**config.mk**
```make
export PLATFORM = sky130hd
export DESIGN_NAME = message_receiver
export DESIGN_NICKNAME = d
export VERILOG_FILES = /design/src/rtl/msg_pkg.sv /design/src/rtl/msg_checksum.sv /design/src/rtl/message_receiver.sv
export SDC_FILE = /design/constraint.sdc
export NUM_CORES = 1
export LEC_CHECK = 0
export CAP_MARGIN = 20
export CELL_PAD_IN_SITES_DETAIL_PLACEMENT = 1
export CELL_PAD_IN_SITES_GLOBAL_PLACEMENT = 1
export CORE_ASPECT_RATIO = 0.5
export CORE_MARGIN = 2
export CORE_UTILIZATION = 44
export DETAILED_ROUTE_END_ITERATION = 10
export MAX_ROUTING_LAYER = met4
export PLACE_DENSITY = 0.83
export SLEW_MARGIN = 25
export SYNTH_ARGS = -nofsm -noshare
export SYNTH_HDL_FRONTEND = slang
export SYNTH_SLANG_ARGS = --single-unit
```
**constraint.sdc**
```tcl
create_clock -name clk -period 6.3 [get_ports clk]
set_input_delay 0.63 -clock clk [delete_from_list [all_inputs] [get_ports clk]]
set_output_delay 0.63 -clock clk [all_outputs]
set_load 0.005 [all_outputs]
```
**src/rtl/msg_pkg.sv**
```systemverilog
// Framing constants and types shared by both ends of the sensor messaging path.
package msg_pkg;

  localparam logic [15:0] SYNC_WORD_DEF = 16'hA55A;

  typedef enum logic [1:0] {
    HUNT,
    PAYLOAD,
    CHECK
  } msg_state_t;

  function automatic int msg_words(input int sensors, input int bitwidth);
    return sensors * 2 * bitwidth / 16;
  endfunction

  function automatic int msg_wpc(input int bitwidth);
    return bitwidth / 16;
  endfunction

endpackage

```
**src/rtl/msg_checksum.sv**
```systemverilog
// 16-bit additive frame checksum: clear, accumulate, compare.
module msg_checksum (
  input  logic        clk,
  input  logic        rst,
  input  logic        clear,
  input  logic        add,
  input  logic [15:0] word,
  input  logic [15:0] chk,
  output logic        match
);

  logic [15:0] sum;

  always_ff @(posedge clk) begin
    if (rst) begin
      sum <= '0;
    end else if (clear) begin
      sum <= '0;
    end else if (add) begin
      sum <= sum + word;
    end
  end

  assign match = (sum == chk);

endmodule

```
**src/rtl/message_receiver.sv**
```systemverilog
// Hunts for a sync word, reassembles a checksummed frame and
// presents good frames on a valid/ack output.
module message_receiver
  import msg_pkg::*;
#(
  parameter int          SENSORS   = 1,
  parameter int          BITWIDTH  = 32,
  parameter logic [15:0] SYNC_WORD = SYNC_WORD_DEF
) (
  input  logic                          clk,
  input  logic                          rst,
  input  logic [15:0]                   spi_in,
  input  logic                          spi_rx_ready,
  output logic                          read,
  output logic [SENSORS*2*BITWIDTH-1:0] data,
  output logic                          data_valid,
  input  logic                          ack,
  output logic                          frame_error
);

  localparam int WORDS = msg_words(SENSORS, BITWIDTH);
  localparam int WPC   = msg_wpc(BITWIDTH);
  localparam int CW    = $clog2(WORDS) + 1;
  localparam int DW    = SENSORS * 2 * BITWIDTH;

  msg_state_t    state;
  msg_state_t    state_nx;
  logic [CW-1:0] cnt;
  logic [DW-1:0] stage;

  logic sum_clr;
  logic sum_add;
  logic match;
  logic commit;
  logic fail;

  msg_checksum u_sum (
    .clk   (clk),
    .rst   (rst),
    .clear (sum_clr),
    .add   (sum_add),
    .word  (spi_in),
    .chk   (spi_in),
    .match (match)
  );

  always_comb begin
    state_nx = state;
    read     = 1'b0;
    sum_clr  = 1'b0;
    sum_add  = 1'b0;
    commit   = 1'b0;
    fail     = 1'b0;
    unique case (state)
      HUNT: begin
        read = spi_rx_ready;
        if (spi_rx_ready && spi_in == SYNC_WORD) begin
          sum_clr  = 1'b1;
          state_nx = PAYLOAD;
        end
      end
      PAYLOAD: begin
        read    = spi_rx_ready;
        sum_add = spi_rx_ready;
        if (spi_rx_ready && cnt == CW'(WORDS - 1)) begin
          state_nx = CHECK;
        end
      end
      CHECK: begin
        // hold the checksum word in the SPI core until the old frame is taken
        read = spi_rx_ready && (!data_valid || ack);
        if (read) begin
          commit   = match;
          fail     = !match;
          state_nx = HUNT;
        end
      end
      default: state_nx = HUNT;
    endcase
  end

  always_ff @(posedge clk) begin
    if (rst) begin
      state <= HUNT;
    end else begin
      state <= state_nx;
    end
  end

  always_ff @(posedge clk) begin
    if (rst) begin
      cnt <= '0;
    end else if (sum_clr) begin
      cnt <= '0;
    end else if (sum_add) begin
      cnt <= cnt + 1'b1;
    end
  end

  // channel 0 first on the wire, most significant half of a channel first
  always_ff @(posedge clk) begin
    if (rst) begin
      stage <= '0;
    end else if (sum_add) begin
      for (int i = 0; i < WORDS; i++) begin
        if (cnt == CW'(i)) begin
          stage[((i / WPC) * WPC + (WPC - 1 - i % WPC)) * 16 +: 16] <= spi_in;
        end
      end
    end
  end

  always_ff @(posedge clk) begin
    if (rst) begin
      data        <= '0;
      data_valid  <= 1'b0;
      frame_error <= 1'b0;
    end else begin
      frame_error <= fail;
      if (commit) begin
        data       <= stage;
        data_valid <= 1'b1;
      end else if (ack && data_valid) begin
        data_valid <= 1'b0;
      end
    end
  end

endmodule
```
==> implementation parameters <==
Parameter                              Value

CTS
  Insertion delay of the later-clocked pin in the worst-skew pair ... 420 ps
  Cell at the root of the clock tree ... sky130_fd_sc_hd__clkbuf_16
  Setup fix buffers added after clock tree synthesis ... 0
  Post-cts repair resize count ... 0
  CTS tree ... built
  Clock sink count ... 151
  CTS Buf Count ... 17
  Maximum level of the CTS H-tree ... 4
  Max clock buf depth ... 2
  Register clock-pin slew on the reported worst setup and hold paths ... about 70 ps
  Quantity of hold-fixing buffers added after cts ... 0

Drt
  Count of TritonRoute iterations in the first routing pass ... 4
  Remaining design rule violation count ... 0
  Count of routing violations after the opening detailed-route iteration ... 323
  Routed Wire Length ... about 20000 um
  Vias per inst ... 5.34
  ANT nets after route ... 0
  Overall via count from detail_route ... ~5600
  Routed len/inst ... 18.5 um

Run status
  Result of the run ... completed

STA
  Post-route fraction of the period consumed by the critical path ... 62.0%
  Final-layout setup total negative slack ... 0 ps
  Max-Slew Margin vs Limit ... 39.0%
  Max Clock Freq ... approximately 0.26 GHz
  Count of endpoints failing setup in the final report ... 0
  Post-layout worst setup margin ... approximately 2400 ps
  Total count of max-transition violations in the final report ... 0
  Final hold viol count ... 0
  Shortest period the worst path allows ... approximately 3900 ps
  Transition time at the pin with the least slew margin ... between 900 and 1000 ps
  RSZ-0062 raised after global routing ... no
  Post-route clock skew ... 14.3 ps

Synth
  Cell types occupying the most area after synthesis ... sky130_fd_sc_hd__dfxtp_1 (46%), sky130_fd_sc_hd__nand2_1 (13%), sky130_fd_sc_hd__a21oi_2 (8.0%), sky130_fd_sc_hd__a21oi_1 (6.6%), sky130_fd_sc_hd__nand2_2 (5.7%)
  Prevailing post-synth register cell ... sky130_fd_sc_hd__dfxtp_1
  Post-Synth Simple-Gate Area ... 25.3%
  List of most frequent post-synthesis cells ... sky130_fd_sc_hd__nand2_1 (227), sky130_fd_sc_hd__dfxtp_1 (151), sky130_fd_sc_hd__a21oi_1 (87)
  Number of distinct library cell variants in the gate-level netlist after synthesis ... 52
  Arithmetic-cell share of the synthesized area counting full adders, half adders and majority gates ... just over 4%
  Synthesized-area fraction occupied by ao, oa, aoi and oai cells ... 18.6%
  FF+latch count, synth ... 151
  Count of mapped cells out of synthesis ... 784
  Share of flip-flops with an asynchronous set or reset ... 0%
  Post-synthesis average cell area ... 8.42 um2
  Fraction of the yosys area taken by sequential cells ... 45.8%
  Post-synth net total ... 825
  Mapped cell area ... 6600 um2
  Yosys warning total ... 0
  Fraction of post-synthesis cell area in the top cell type by area ... 45.8%
  Most numerous cell in the Yosys netlist ... sky130_fd_sc_hd__nand2_1
  Fraction of synthesized area in multiplexers ... 0%
  Parity-gate share of the synthesized area counting xor and xnor cells ... 1.19%
  Main combinational cell family by area after synthesis ... simple AND/OR/NAND/NOR gates
  Number of enable-type register cells in the synthesized netlist ... 0
  Synth area leader ... sky130_fd_sc_hd__dfxtp_1

Worst setup path
  First element of the critical path ... spi_in[6]
  Data arrival time of the critical path ... 4250 ps
  Category of the most critical setup path ... in -> reg
  Launching point of the worst reg2reg path ... u_sum.sum[6]
  Type of element launching the critical path ... input pin
  Required arrival time at the worst endpoint ... 6640 ps
  Endpoint kind of the worst setup timing path ... register
  Critical Path Fanout Max ... 42

Placement
  Last weighted congestion value of the routability-driven placer ... 0.893
  Pre-CTS worst setup slack ... 2110 ps
  Half-perimeter wire length of the detailed placement result ... 12400 um
  Count of buffers inserted at the top-level ports ... 86

Floorplanning
  Floorplan die height ... 90.6 um
  Initial Utilization ... 45.4%
  Chip width ... approximately 180 um
  Floorplan row count ... 31
  Core region area ... 14500 um2
  I/O Pins ... slightly below 90
  Total Die Area ... 16100 um2

Global routing
  Routing usage on met1 ... between 30% and 40%
  Met2 layer usage reported by global route ... 42.7%
  Pin count of the biggest net entering global routing ... 68
  Top Usage Layer GRT ... met2
  Wire length of the first global-routing pass ... 31500 um
  Antenna violations before repair ... 2
  Vias in the first global route ... 5896
  Global routing usage summed across all routing layers ... between 20% and 30%
  Total congestion overflow ... 0
  Met3 layer usage reported by global route ... 4.50%

Hold path
  Path class of the lowest-slack min-delay path ... reg -> reg
  Worst Min Path Start ... stage[42]

Cells and area
  Synthesis-to-layout area growth ... 22.2%
  Filler cells ... about 1700
  Post-route core utilization ... 55.4%
  Number of nets in the layout ... 886
  Layout cells sized above 1 ... 19.2%
  Number of diodes ... 0

Power and ir drop
  Post-route total power ... 2.05 mW
  Leakage power of the design ... 2.67 nW
  Max VDD drop ... 0.192 mV
  Power per unit of standard cell area ... ~250 nW/um2

Job
  MaxCap Viol Count ... 0
layer usage:
metal / wire length, um / part of all wire [%]
met5: 0 / 0
met1: 8750 / 45
met2: 9480 / 48
met4: 199 / 1.0
met3: 1160 / 5.9
per-stage QoR:
stage,cells,hold slack (ps),instance area (um2)
after floorplan,784,432,6600
after global placement,1024,441,7470
after detailed placement,1024,446,7470
after CTS,1056,454,8060
after global routing,1056,472,8060
final,1056,454,8060
critical path, cell delays in order:
cell	delay [ps]
sky130_fd_sc_hd__clkdlybuf4s50_1	610
sky130_fd_sc_hd__ha_1	490
sky130_fd_sc_hd__or4_1	530
sky130_fd_sc_hd__nor4_1	210
sky130_fd_sc_hd__and4_1	310
sky130_fd_sc_hd__and2b_4	700
sky130_fd_sc_hd__buf_4	480
sky130_fd_sc_hd__nand2_2	110
sky130_fd_sc_hd__a21oi_2	120
power breakdown:
part / internal (mW) / switching [mW] / leakage [nW] / total, mW
Sequential: 0.954 / 0.000000922 / 1.22 / 0.954
Combinational: 0.0213 / 0.0515 / 1.17 / 0.0728
Clock: 0.597 / 0.431 / 0.287 / 1.03
final cells by class:
cell class | count | area [um2] | share of cell area [%]
Clock buffer | 22 | 484 | 6.00
Multi-Input combinational cell | 574 | 3260 | 40.4
Clock inverter | 10 | 111 | 1.38
Timing Repair Buffer | 93 | 911 | 11.3
Tap cell | 198 | 248 | 3.07
Inverter | 8 | 30.0 | 0.372
Sequential cell | 151 | 3020 | 37.5
cell families after synthesis:
group | after synthesis
AOI/OAI and AO/OA | 183
xor gates and xnor gates | 9
adders and majority gates | 21
buffers and inverters | 59
DFF | 151
and+or+nand+nor | 361
registers in the layout, summed over array words and instances (netlist names):
signal / flops
stage: 64
state: 2
data_valid: 1
u_sum.sum: 16
frame_error: 1
cnt: 3
data: 64
final timing paths:
kind | cells after the start | slack (ps) | end
setup / recovery | 9 | 2390 | data[34]
hold / removal | 2 | 450 | data[42]
setup reg to reg | 8 | 3020 | data[34]
hold reg to reg | 2 | 450 | data[42]
cells in the final DEF (no fill, tap or decap), types with 9 or more instances in the layout:
cell                              netlist  layout
sky130_fd_sc_hd__a21oi_1               87      87
sky130_fd_sc_hd__a21oi_2               60      60
sky130_fd_sc_hd__clkbuf_16              0      17
sky130_fd_sc_hd__clkdlybuf4s50_1        0      85
sky130_fd_sc_hd__dfxtp_1              151     151
sky130_fd_sc_hd__ha_1                  20      20
sky130_fd_sc_hd__nand2_1              227     227
sky130_fd_sc_hd__nand2_2               60      60
sky130_fd_sc_hd__nand3_1                9       9
sky130_fd_sc_hd__nor2_1                14      14
sky130_fd_sc_hd__o21ai_0                9       9
(Power assumes the default switching activity.)
